<file path="src/rtl/qcom_rx_pkg.sv">
// Shared opcode/state types and decode helpers for the QCOM receive deframer.
// Build option QCOM_RX_PARITY_EN adds a trailing XOR parity nibble to every frame.
package qcom_rx_pkg;

    localparam logic [3:0] IDLE_NIB = 4'h0;

    typedef enum logic [3:0] {
        OP_RSV0    = 4'd0,
        OP_CLR_FLG = 4'd1,
        OP_SET_FLG = 4'd2,
        OP_SYNC    = 4'd3,
        OP_D8_DT1  = 4'd4,
        OP_D8_DT2  = 4'd5,
        OP_D16_DT1 = 4'd6,
        OP_D16_DT2 = 4'd7,
        OP_D32_DT1 = 4'd8,
        OP_D32_DT2 = 4'd9
    } qcom_op_t;

    typedef enum logic [2:0] {
        ST_IDLE = 3'd0,
        ST_HDR  = 3'd1,
        ST_PAY  = 3'd2,
        ST_DONE = 3'd3,
        ST_GAP  = 3'd4
`ifdef QCOM_RX_PARITY_EN
        , ST_PAR = 3'd5
`endif
    } qcom_rx_state_t;

    function automatic logic [3:0] op_nibbles(input qcom_op_t op);
        case (op)
            OP_D8_DT1,  OP_D8_DT2:  op_nibbles = 4'd2;
            OP_D16_DT1, OP_D16_DT2: op_nibbles = 4'd4;
            OP_D32_DT1, OP_D32_DT2: op_nibbles = 4'd8;
            default:                op_nibbles = 4'd0;
        endcase
    endfunction

    function automatic logic op_reserved(input qcom_op_t op);
        case (op)
            OP_CLR_FLG, OP_SET_FLG, OP_SYNC,
            OP_D8_DT1, OP_D8_DT2, OP_D16_DT1, OP_D16_DT2,
            OP_D32_DT1, OP_D32_DT2: op_reserved = 1'b0;
            default:                op_reserved = 1'b1;
        endcase
    endfunction

    function automatic logic op_to_dt2(input qcom_op_t op);
        case (op)
            OP_D8_DT2, OP_D16_DT2, OP_D32_DT2: op_to_dt2 = 1'b1;
            default:                           op_to_dt2 = 1'b0;
        endcase
    endfunction

    function automatic logic [3:0] par_update(input logic [3:0] par, input logic [3:0] nib);
        par_update = par ^ nib;
    endfunction

endpackage

</file>
<file path="src/rtl/qcom_rx_sync.sv">
// Synchronizes the link nibble into t_clk and flags the idle->active start edge.
// An edge only counts once a genuine idle sample has passed through the chain after reset.
module qcom_rx_sync #(
    parameter int SYNC_STAGES = 2
) (
    input  logic       t_clk,
    input  logic       t_rst,
    input  logic [3:0] pmod_i,
    output logic [3:0] ln_o,
    output logic       start_o
);
    import qcom_rx_pkg::*;

    logic [3:0]             chain_q [SYNC_STAGES];
    logic [3:0]             chain_d [SYNC_STAGES];
    logic [SYNC_STAGES-1:0] fill_q;
    logic [SYNC_STAGES-1:0] fill_d;
    logic                   prev_idle_q;
    logic                   prev_idle_d;
    logic                   ln_valid_s;

    assign ln_o       = chain_q[SYNC_STAGES-1];
    assign ln_valid_s = fill_q[SYNC_STAGES-1];
    assign start_o    = prev_idle_q && ln_valid_s && (ln_o != IDLE_NIB);

    // Next-state of the synchronizer chain, fill tracker and idle history
    always_comb begin
        chain_d[0] = pmod_i;
        for (int i = 1; i < SYNC_STAGES; i++) begin
            chain_d[i] = chain_q[i-1];
        end
        fill_d      = {fill_q[SYNC_STAGES-2:0], 1'b1};
        prev_idle_d = ln_valid_s && (ln_o == IDLE_NIB);
    end

    // Synchronizer registers
    always_ff @(posedge t_clk or posedge t_rst) begin
        if (t_rst) begin
            for (int i = 0; i < SYNC_STAGES; i++) begin
                chain_q[i] <= 4'h0;
            end
            fill_q      <= {SYNC_STAGES{1'b0}};
            prev_idle_q <= 1'b0;
        end else begin
            for (int i = 0; i < SYNC_STAGES; i++) begin
                chain_q[i] <= chain_d[i];
            end
            fill_q      <= fill_d;
            prev_idle_q <= prev_idle_d;
        end
    end

endmodule

</file>
<file path="src/rtl/qcom_rx_deframer.sv">
// QCOM link receive deframer: header decode, mid-symbol sampling, payload assembly.
// Define QCOM_RX_PARITY_EN to expect and check a trailing XOR parity nibble per frame.
module qcom_rx_deframer #(
    parameter int SYNC_STAGES = 2,
    parameter int CFG_W       = 4
) (
    input  logic             t_clk,
    input  logic             t_rst,
    input  logic [3:0]       pmod_i,
    input  logic [CFG_W-1:0] cfg_i,
    output logic [31:0]      dt1_o,
    output logic [31:0]      dt2_o,
    output logic             flag_o,
    output logic             vld_o,
    output logic             sync_o,
    output logic             err_o,
    output logic             busy_o
);
    import qcom_rx_pkg::*;

    localparam int            LW   = CFG_W + 1;
    localparam logic [LW-1:0] LONE = {{CFG_W{1'b0}}, 1'b1};
    localparam logic [LW-1:0] LZRO = {LW{1'b0}};

    logic [3:0]     ln_s;
    logic           start_s;
    qcom_rx_state_t state_q, state_d;
    logic [LW-1:0]  len_q, len_d;
    logic [LW-1:0]  cnt_q, cnt_d;
    logic [3:0]     k_q, k_d;
    logic [31:0]    acc_q, acc_d;
    qcom_op_t       op_q, op_d;
    logic [31:0]    dt1_q, dt1_d;
    logic [31:0]    dt2_q, dt2_d;
    logic           flag_q, flag_d;
    logic           vld_q, vld_d;
    logic           sync_q, sync_d;
    logic           err_q, err_d;
    logic           busy_q, busy_d;
`ifdef QCOM_RX_PARITY_EN
    logic [3:0]     par_q, par_d;
`endif
    logic           samp_s;
    logic           hdr_go_s;
    logic           ctl_go_s;
    logic           wr_go_s;
    qcom_op_t       hdr_op_s;
    qcom_op_t       ctl_op_s;
    logic [3:0]     hdr_n_s;
    logic [31:0]    wr_data_s;

    qcom_rx_sync #(.SYNC_STAGES(SYNC_STAGES)) u_sync (
        .t_clk   (t_clk),
        .t_rst   (t_rst),
        .pmod_i  (pmod_i),
        .ln_o    (ln_s),
        .start_o (start_s)
    );

    assign samp_s   = (cnt_q == (len_q >> 1));
    assign hdr_op_s = qcom_op_t'(ln_s);
    assign hdr_n_s  = op_nibbles(hdr_op_s);

    // Frame FSM next-state, payload assembly and output actions
    always_comb begin
        state_d   = state_q;
        len_d     = len_q;
        k_d       = k_q;
        acc_d     = acc_q;
        op_d      = op_q;
        dt1_d     = dt1_q;
        dt2_d     = dt2_q;
        flag_d    = flag_q;
        vld_d     = 1'b0;
        sync_d    = 1'b0;
        err_d     = 1'b0;
`ifdef QCOM_RX_PARITY_EN
        par_d     = par_q;
`endif
        hdr_go_s  = 1'b0;
        ctl_go_s  = 1'b0;
        wr_go_s   = 1'b0;
        ctl_op_s  = op_q;
        wr_data_s = acc_q;
        if (cnt_q == len_q - LONE) begin
            cnt_d = LZRO;
        end else begin
            cnt_d = cnt_q + LONE;
        end

        case (state_q)
            ST_IDLE: begin
                cnt_d = LZRO;
                if (start_s) begin
                    len_d = {1'b0, cfg_i} + LONE;
                    acc_d = 32'h0;
                    // With one-cycle symbols the start cycle is the header's only sample.
                    if (cfg_i == {CFG_W{1'b0}}) begin
                        hdr_go_s = 1'b1;
                    end else begin
                        cnt_d   = LONE;
                        state_d = ST_HDR;
                    end
                end else begin
                    state_d = ST_IDLE;
                end
            end
            ST_HDR: begin
                if (samp_s) begin
                    hdr_go_s = 1'b1;
                end else begin
                    state_d = ST_HDR;
                end
            end
            ST_PAY: begin
                if (samp_s) begin
                    acc_d = {acc_q[27:0], ln_s};
                    k_d   = k_q - 4'd1;
`ifdef QCOM_RX_PARITY_EN
                    par_d = par_update(par_q, ln_s);
`endif
                    if (k_q == 4'd1) begin
`ifdef QCOM_RX_PARITY_EN
                        state_d = ST_PAR;
`else
                        wr_go_s   = 1'b1;
                        wr_data_s = {acc_q[27:0], ln_s};
                        state_d   = ST_DONE;
`endif
                    end else begin
                        state_d = ST_PAY;
                    end
                end else begin
                    state_d = ST_PAY;
                end
            end
`ifdef QCOM_RX_PARITY_EN
            ST_PAR: begin
                if (samp_s) begin
                    if (ln_s != par_q) begin
                        err_d   = 1'b1;
                        state_d = ST_GAP;
                    end else if (op_nibbles(op_q) == 4'd0) begin
                        ctl_go_s = 1'b1;
                        state_d  = ST_GAP;
                    end else begin
                        wr_go_s = 1'b1;
                        state_d = ST_DONE;
                    end
                end else begin
                    state_d = ST_PAR;
                end
            end
`endif
            ST_DONE: begin
                state_d = ST_GAP;
            end
            ST_GAP: begin
                if (ln_s == IDLE_NIB) begin
                    state_d = ST_IDLE;
                end else begin
                    state_d = ST_GAP;
                end
            end
            default: begin
                state_d = ST_IDLE;
            end
        endcase

        if (hdr_go_s) begin
            op_d = hdr_op_s;
            k_d  = hdr_n_s;
`ifdef QCOM_RX_PARITY_EN
            par_d = ln_s;
`endif
            if (op_reserved(hdr_op_s)) begin
                err_d   = 1'b1;
                state_d = ST_GAP;
            end else if (hdr_n_s == 4'd0) begin
`ifdef QCOM_RX_PARITY_EN
                state_d = ST_PAR;
`else
                ctl_go_s = 1'b1;
                ctl_op_s = hdr_op_s;
                state_d  = ST_GAP;
`endif
            end else begin
                state_d = ST_PAY;
            end
        end else begin
            op_d = op_d;
        end

        // Output registers load here so vld/flag/sync appear one cycle after the deciding sample.
        if (wr_go_s) begin
            vld_d = 1'b1;
            if (op_to_dt2(op_q)) begin
                dt2_d = wr_data_s;
            end else begin
                dt1_d = wr_data_s;
            end
        end else begin
            vld_d = 1'b0;
        end

        if (ctl_go_s) begin
            case (ctl_op_s)
                OP_CLR_FLG: flag_d = 1'b0;
                OP_SET_FLG: flag_d = 1'b1;
                OP_SYNC:    sync_d = 1'b1;
                default:    flag_d = flag_q;
            endcase
        end else begin
            sync_d = 1'b0;
        end

        busy_d = (state_d != ST_IDLE);
    end

    // State and output registers
    always_ff @(posedge t_clk or posedge t_rst) begin
        if (t_rst) begin
            state_q <= ST_IDLE;
            len_q   <= LONE;
            cnt_q   <= LZRO;
            k_q     <= 4'd0;
            acc_q   <= 32'h0;
            op_q    <= OP_RSV0;
            dt1_q   <= 32'h0;
            dt2_q   <= 32'h0;
            flag_q  <= 1'b0;
            vld_q   <= 1'b0;
            sync_q  <= 1'b0;
            err_q   <= 1'b0;
            busy_q  <= 1'b0;
`ifdef QCOM_RX_PARITY_EN
            par_q   <= 4'h0;
`endif
        end else begin
            state_q <= state_d;
            len_q   <= len_d;
            cnt_q   <= cnt_d;
            k_q     <= k_d;
            acc_q   <= acc_d;
            op_q    <= op_d;
            dt1_q   <= dt1_d;
            dt2_q   <= dt2_d;
            flag_q  <= flag_d;
            vld_q   <= vld_d;
            sync_q  <= sync_d;
            err_q   <= err_d;
            busy_q  <= busy_d;
`ifdef QCOM_RX_PARITY_EN
            par_q   <= par_d;
`endif
        end
    end

    assign dt1_o  = dt1_q;
    assign dt2_o  = dt2_q;
    assign flag_o = flag_q;
    assign vld_o  = vld_q;
    assign sync_o = sync_q;
    assign err_o  = err_q;
    assign busy_o = busy_q;

endmodule
</file>
<file path="config.mk">
export PLATFORM = sky130hd
export DESIGN_NAME = qcom_rx_deframer
export DESIGN_NICKNAME = d
export VERILOG_FILES = /design/src/rtl/qcom_rx_pkg.sv /design/src/rtl/qcom_rx_sync.sv /design/src/rtl/qcom_rx_deframer.sv
export SDC_FILE = /design/constraint.sdc
export NUM_CORES = 1
export LEC_CHECK = 0
export CORE_MARGIN = 10
export CORE_UTILIZATION = 50
export DETAILED_ROUTE_END_ITERATION = 10
export GPL_ROUTABILITY_DRIVEN = 1
export HOLD_SLACK_MARGIN = 0.05
export PLACE_DENSITY = 0.78
export SETUP_SLACK_MARGIN = 0.15
export SYNTH_ARGS = -nofsm -noshare
export SYNTH_HDL_FRONTEND = slang
export SYNTH_SLANG_ARGS = --single-unit
</file>
<file path="constraint.sdc">
create_clock -name t_clk -period 4.81 [get_ports t_clk]
set_clock_uncertainty 0.1 [all_clocks]
set_input_delay 0.481 -clock t_clk [delete_from_list [all_inputs] [get_ports t_clk]]
set_output_delay 0.481 -clock t_clk [all_outputs]
set_load 0.05 [all_outputs]
</file>
======== After elaboration in Yosys (flattened, before gate mapping) ========
Memory sizes are Yosys's and may differ from the RTL's.
Index checks and enable logic that the tools add are counted.
storage, ports and cells
  memories kept ........................... 1
  register bits ........................... 133
  word-level logic and storage cells ...... 113
  bits of input ports ..................... 10
  output and inout bits ................... 69
  memory bits (read-only) ................. 16
memory list
  memory           words  width  rd ports  clocked after memory_dff  write ports  line               source
  (no name shown)  16     1      1         0                         0            qcom_rx_pkg.sv:41  case (op)
operators by class
  equal/unequal tests ..................... 21
  bitwise gates (word level) .............. 1
  reductions and logical operators ........ 23
  multiplexer cells ....................... 46
  add/subtract/negate cells ............... 4
operators with widths
  operator             count
  $mux 32              5
  $pmux 32 s2          1
  $eq 4x3->1 const B   6
  $mux 3               8
  $mux 4               6
  $mux 1               20
  $pmux 3 s5           1
  $eq 4x4->1 const B   3
  $logic_not 4->1      3
  $pmux 4 s3           1
  $mux 5               2
  $reduce_and 2->1     5
  $eq 4x1->1 const B   2
  $eq 4x2->1 const B   2
  $reduce_bool 2->1    4
  $eq 3x2->1 const B   2
  $reduce_or 2->1      3
  $add 4x1->5 const B  1
  $add 5x1->5 const B  1
  $eq 5x4->1           1
  $eq 5x5->1           1
  $sub 5x1->5 const B  1
  $ne 2x2->1 const B   2
  $pmux 1 s2           2
  other kinds (10)     12

======== Logic depth before layout (Yosys ltp) ========
Gate-level depths: netlist of the first run.
  word-level depth ........................ 10
  gate-level depth with buffers ........... 7
  depth with buffers taken out ............ 7

======== By module ========
Synthesis of the first run repeated with hierarchy kept, for this count alone.
unflattened totals
  cells, all modules ...................... 433
  area total of the unflattened synthesis .. 5280.1 um^2
by module, submodules not included
  module            area an instance (um^2)  times used  sequential area each (um^2)  cells an instance
  qcom_rx_deframer  4976.0                   1           2954.1                       416
  qcom_rx_sync      304.0                    1           275.3                        17

======== Worst setup path before layout of the first run ========
OpenSTA, ideal clock, no wires.
  path type ............................... reg-to-reg
  start ................................... register len_q[2]
  end ..................................... register dt1_q[0], in the netlist dt1_o[0]
  path buffers ............................ 2
  clock period less this slack ............ 2.434 ns
  required time ........................... 4.585 ns
  arrival ................................. 2.209 ns
  library setup time ...................... 0.125 ns
  slack ................................... 2.376 ns
  cell stages (with the launch flop) ...... 8
  cells stage by stage .................... dfrtp_1 -> xor2_1 -> nor2_1 -> nand3_2 -> or4b_1 -> buf_2 -> buf_6 -> mux2_4
on the way
  cells in the longest elaborated chain, start to end .. 4
ends and longest elaborated chain
  element                     line                     source
  start: declaration          qcom_rx_deframer.sv:28   logic [LW-1:0] len_q, len_d;
  start signal: assignment    qcom_rx_deframer.sv:241  len_q <= len_d;
  $eq 5x4->1 (*)              qcom_rx_deframer.sv:60   assign samp_s = (cnt_q == (len_q >> 1));
  $mux 1                      qcom_rx_deframer.sv:116  if (samp_s) begin
  $mux 1                      qcom_rx_deframer.sv:91   case (state_q)
  $reduce_and 2->1 (no line)  --
  end signal: assignment      qcom_rx_deframer.sv:246  dt1_q <= dt1_d;
  end: declaration            qcom_rx_deframer.sv:33   logic [31:0] dt1_q, dt1_d;
Mark *: on every way between the ends. The rest lies on a longest branch, timed or not.
A chain may end at the register's enable or synchronous reset.

======== Final worst setup path of the first run ========
  start ................................... register len_q[2]
  end ..................................... register dt2_q[17], in the netlist dt2_o[17]
on the way
  cells in the longest elaborated chain, start to end .. 4
ends and longest elaborated chain
  element                     line                     source
  $eq 5x4->1 (*)              qcom_rx_deframer.sv:60
  $mux 1                      qcom_rx_deframer.sv:116
  $mux 1                      qcom_rx_deframer.sv:91
  $reduce_and 2->1 (no line)  --
  end signal: assignment      qcom_rx_deframer.sv:247  dt2_q <= dt2_d;
  end: declaration            qcom_rx_deframer.sv:34   logic [31:0] dt2_q, dt2_d;
Marked as above.

==> run summary, run 1 <==
Status -> finished, final reports clean
WS Path Type -> reg -> reg
Reg2Reg Setup Slack -> 1.73 ns
CTS tree -> built
Fillers -> 749
GRT Resource Usage Total -> 14.9%
Final period util -> 64.0%
Synth Instances -> 425
Rel. slew slack -> 23.4%
Crit. Startpoint -> len_q[2]$_DFFE_PP0P_
# diodes -> 0
Endpoints failing hold -> 0
Clk buf depth -> 2
Combinational Power Share -> 8.8%
Net count reported at finish -> 521
Cell row count -> 37
Clock Latency Late Sink -> 0.51 ns
Share of post-route cells with drive strength above 1 -> 21.2%
DR pass1 iterations -> 4
Port Buf Inserts -> 78
Pleak -> 3.18 nW
Final TNS setup -> 0 ns
WP data required -> 5.09 ns
Switch Pwr -> 0.705 mW
Die ar. -> 15300 um^2
FF-to-FF Start -> len_q[2]$_DFFE_PP0P_
Vias in the first global route -> 3633
Routed Antenna Nets -> 0
Most common cell after layout, fill and taps aside -> dfrtp_1
Gr ovfl total -> 0
Pwr Density -> 391 nW/um^2
CTS resizes -> 0
Internal power -> 1.97 mW
Synth async-reset ratio -> 100%
Initial Util -> 51.7%
Seq pwr share -> 44.4%
Final Slew Violations -> 0
Hold slack -> 0.248 ns
Worst-Margin Slew -> 1.15 ns
RSZ-0062 raised after global routing -> false
Cell Area, Synth -> 5360 um^2
First-pass GRT wire length -> 18100 um
Worst path slowest cell -> nor4_4
HPWL after detailed placement -> 7430 um
Setup violations, final -> 0
Via density -> 5.28
WP data arrival -> 3.36 ns
Largest net degree at the start of global routing -> 57
Clock power frac -> 46.8%
Number of antenna violations at the first check in global routing -> 0
Area leader, netlist -> dfrtp_1
Area Growth Syn to Fin -> 27.9%
Maximum vdd ir drop -> 0.000315 V
Post-synth cell types -> 47
GPL Wtd Cong -> 0.785
IO Count -> 79
Num CTS Buffers -> 17
Sink Count -> 129
Mean Syn Cell Area -> 12.6 um^2
Switching Share -> 26.3%
Hold path startpoint -> u_sync.fill_q[0]$_DFF_PP0_
Number of vias in the routed layout -> 3450
Hold-fix buffers, CTS -> 0
Worst-path clk slew -> 0.06 ns
H-Tree Depth -> 4
CP Launch Type -> flip-flop
Yosys top cell area share -> 59.8%
Fin util -> 66.0%
Total power draw -> 2.68 mW
Commonest non-fill, non-tap cells in the layout -> dfrtp_1, clkdlybuf4s50_1, nand2_1, mux2_2, o21ai_0
Area of the core -> 10400 um^2
Crit. End Element -> flip-flop
Crit-path max cell delay -> 0.60 ns
Mapped Nets -> 441
Top FF cell, synth -> dfrtp_1
Minimum clock period -> 3.08 ns
Initial DRC count -> 207
Die Ht -> 124 um
Post-synthesis sequential area ratio -> 60.3%
Post-CTS setup buffer count -> 0
Drt wl/cell -> 16.9 um
Synth top area cells -> dfrtp_1, mux2_4, mux2_2
Post-synth EDFFs -> 0
Max-cap violations -> 0
CTS root buffer -> clkbuf_8
DRC viols -> 0
Critical-path cell list -> xor2_1 -> nor2_1 -> nand3_2 -> nor4_4 -> buf_4 -> mux2_2
Hold Crit Class -> reg -> reg
Die width -> 124 um
#FFs+latches synth -> 129
Fmax achieved -> 0.325 GHz
Final WL -> 11000 um
CP max FO -> 25
Yosys warning count -> 0
per-stage QoR:
stage               worst slack [ns]  cell area (um^2)  instances
floorplan                      0.790              5360        425
global placement                1.81              6260        622
detailed placement              1.79              6260        622
CTS                             1.74              6850        654
global route                    1.45              6850        654
finish                          1.73              6850        654
cell families (layout without fill, tap and decap cells):
kind of cell             Yosys count  after routing  synth area share [%]
AO/OA/AOI/OAI                     52             52                  5.89
XOR/XNOR                          16             16                  2.62
adder cells (fa/ha/maj)            6              6                  1.40
buffers and inverters             30            123                  2.64
flip-flops                       129            129                  60.3
multiplexers                      66             66                  16.0
other                              1              1                0.0700
AND/OR/NAND/NOR                  125            125                  11.1
registers in the layout, indices dropped and copies added, names as in the netlist:
signal and cells:
u_sync.chain_d 4, acc_q 28, u_sync.prev_idle_q 1, sync_o 1, dt2_o 32, u_sync.fill_q 2, flag_o 1, state_q 3
busy_o 1, k_q 4, err_o 1, len_q 5, u_sync.ln_o 4, vld_o 1, dt1_o 32, cnt_q 5
op_q 4
metal layers:
metal	global-route usage [%]	vias to the layer above	wire length, um	share of wire [%]
met5	0	-	0	0
met4	5.31	0	153	1.4
met3	4.47	14	641	5.8
met2	25.0	77	5540	50
met1	17.8	1728	4710	43
li1	-	1631	-	-
final timing paths:
path / end / cells after the start
worst max register to register: dt2_o[17]$_DFFE_PP0P_ / 6
max in group asynchronous: dt2_o[15]$_DFFE_PP0P_ / 3
worst min-delay path: u_sync.fill_q[1]$_DFF_PP0_ / 0
worst max-delay path: dt2_o[17]$_DFFE_PP0P_ / 6
worst min register to register: u_sync.fill_q[1]$_DFF_PP0_ / 0
min in group asynchronous: dt1_o[25]$_DFFE_PP0P_ / 2
cell type report:
type | count | area [um^2] | share of cell area, %
sequential | 129 | 3230 | 47.2
tap | 136 | 170 | 2.48
inverter | 8 | 32.5 | 0.475
clock buffer | 17 | 414 | 6.05
multi-input combinational | 266 | 2010 | 29.3
timing repair buffer | 83 | 818 | 11.9
clock inverter | 15 | 176 | 2.58
worst max-delay path: cells and delay by family, from the launching register on:
kind / cells / cell delay, ns
DFF: 1 / 0.44
and+or+nand+nor: 3 / 1.39
buffers and inverters: 1 / 0.45
xor gates and xnor gates: 1 / 0.18
muxes: 1 / 0.39
power by group through the flow:
stage | Clock [mW] | Sequential, mW | Combinational (mW)
CTS | 1.27 | 1.19 | 0.237
global route | 1.33 | 1.20 | 0.261
finish | 1.25 | 1.19 | 0.235
floorplan | 0 | 1.21 | 0.166
global placement | 0 | 1.21 | 0.225
detailed placement | 0 | 1.21 | 0.234
synth_stat cells, drive strengths merged, types with 2 or more instances:
master  count
a21oi       5
a31oi       3
a32o        2
and2        3
and4        2
buf         8
clkbuf     14
dfrtp     128
ha          6
inv         8
mux2       65
nand2      72
nand3       7
nand3b      2
nand4       3
nor2       12
nor3        9
nor3b       6
nor4        3
o21ai      33
xnor2       8
xor2        8
Note: power is estimated with default switching activity, not from simulation.
==> inputs of run 2 (changes only) <==
- CORE_UTILIZATION: 50 -> 49
- PLACE_DENSITY: 0.78 -> 0.8
- clock period: 4.81 -> 2.65 ns (I/O delays scaled with it)
==> run 2 against run 1 <==
Net effect:
- sequential power grew 82%
- combinational power grew 110%
- clock power grew 86%
- critical path depth is the same
- wire length grew 6.9%
- highest routed layer unchanged
==> run summary, run 2 (synthesis gave the netlist of run 1 again) <==
Crit. End Element -> flip-flop
Worst hold stages -> 1
Number of antenna violations at the first check in global routing -> 0
GPL Wtd Cong -> 0.795
RSZ-0062 raised after global routing -> true
Cell row count -> 38
Crit. Startpoint -> cnt_q[2]$_DFF_PP0_
Max-cap violations -> 0
# diodes -> 0
Clock Latency Late Sink -> 0.51 ns
Hold path startpoint -> pmod_i[0]
Setup violations, final -> 0
Worst Setup Slack post-DPL -> 0.240 ns
CTS root buffer -> clkbuf_8
Die Ht -> 125 um
Pleak -> 3.28 nW
First-pass GRT wire length -> 20200 um
WP data required -> 2.95 ns
Final WL -> 11800 um
Num CTS Buffers -> 17
H-Tree Depth -> 4
R2R Path End -> dt1_o[4]$_DFFE_PP0P_
HPWL after detailed placement -> 7950 um
Pwr Density -> 706 nW/um^2
Area of the core -> 10800 um^2
Sink Count -> 129
Status -> finished, final reports clean
Largest net degree at the start of global routing -> 35
Hold Crit Class -> in -> reg
Most common cell after layout, fill and taps aside -> dfrtp_1
Design area -> 7060 um^2
Worst-Margin Slew -> 0.663 ns
Final TNS setup -> 0 ns
Commonest non-fill, non-tap cells in the layout -> dfrtp_1, clkdlybuf4s50_1, nand2_1, mux2_2, o21ai_0
Maximum vdd ir drop -> 0.000498 V
Rel. slew slack -> 55.7%
Fillers -> 800
GRT Resource Usage Total -> 15.7%
Vias in the first global route -> 3927
Share of post-route cells with drive strength above 1 -> 23.9%
Dpl cell area -> 6430 um^2
WS Path Type -> reg -> reg
Gr ovfl total -> 0
Final period util -> 92.5%
Endpoints failing hold -> 0
Port Buf Inserts -> 78
CTS tree -> built
Final Slew Violations -> 0
CP Launch Type -> flip-flop
Initial Util -> 49.6%
Number of vias in the routed layout -> 3575
Reg2Reg Setup Slack -> 0.20 ns
Via density -> 5.29
Worst-path clk slew -> 0.06 ns
DR pass1 iterations -> 4
CP max FO -> 16
Area Growth Syn to Fin -> 31.7%
Clk buf depth -> 2
IO Count -> 79
Minimum clock period -> 2.45 ns
Worst Hold End -> u_sync.chain_d[0]$_DFF_PP0_
Final worst-path setup slack -> 0.200 ns
Die width -> 125 um
Routed Antenna Nets -> 0
Initial DRC count -> 205
Die ar. -> 15500 um^2
FF-to-FF path depth -> 6
WP data arrival -> 2.75 ns
Fmax achieved -> 0.408 GHz
Net count reported at finish -> 539
DRC viols -> 0
FF-to-FF Start -> cnt_q[2]$_DFF_PP0_
Drt wl/cell -> 17.5 um
==> run 2: cell count changes in the layout (fill, tap and decap cells not counted), sizes merged <==
| cell | previous run | this run |
|---|---|---|
| clkinvlp | 2 | 3 |
| bufinv | 2 | 3 |
| inv | 13 | 11 |
| buf | 5 | 23 |
==> run 2: per-stage QoR <==
stage | utilization, % | power [mW] | hold WS [ns] | cells
after global routing | 65.4 | 5.18 | 0.0748 | 676
after floorplan | - | 2.49 | 0.196 | 425
final | 65.4 | 4.98 | 0.0847 | 676
after CTS | 65.1 | 5.01 | 0.0716 | 674
after global placement | 59.6 | 2.65 | 0.232 | 642
after detailed placement | 59.6 | 2.67 | 0.236 | 642
==> run 2: final cells by class <==
class	instances	area, um^2	share of cell area [%]
timing repair buffer	101	1000	14.2
multi-input combinational	266	2020	28.6
clock buffer	17	414	5.87
inverter	8	33.8	0.479
tap	140	175	2.48
sequential	129	3230	45.8
clock inverter	15	181	2.57
==> run 2: worst max path at each step <==
stage	to	slack, ns	depth (start not counted)
floorplan	dt1_o[0]$_DFFE_PP0P_	0.22	7
global placement	dt1_o[3]$_DFFE_PP0P_	0.27	6
detailed placement	dt1_o[4]$_DFFE_PP0P_	0.24	6
CTS	acc_q[3]$_DFFE_PP0P_	0.20	6
global route	dt1_o[4]$_DFFE_PP0P_	0.11	6
finish	dt1_o[4]$_DFFE_PP0P_	0.20	6
==> run 2: critical path: stages, from the launching register on <==
cell	delay (ns)
dfrtp_1	0.45
xor2_1	0.19
nor3_4	0.22
nand3_2	0.09
or4b_2	0.68
buf_4	0.27
mux2_4	0.33
==> run 2: what timing repair did <==
| item | in CTS | in global routing |
|---|---|---|
| endpoints found under the hold margin | 0 | 0 |
| resized for setup | 0 | 1 |
| setup buffers | 0 | 2 |
| endpoints found under the setup margin | 0 | 56 |
| hold buffers | 0 | 0 |
==> run 2: where the power goes <==
part	internal, mW	switching [mW]	total (mW)
registers	2.06	0.0994	2.16
logic	0.204	0.299	0.503
clock network	1.44	0.881	2.32
==> run 2: metal layers <==
metal | global-route usage, % | share of wire [%] | vias up
met3 | 4.98 | 5.7 | 16
met4 | 5.48 | 1.3 | 0
li1 | - | - | 1664
met1 | 18.4 | 42 | 1806
met2 | 26.6 | 51 | 89
met5 | 0 | 0 | -
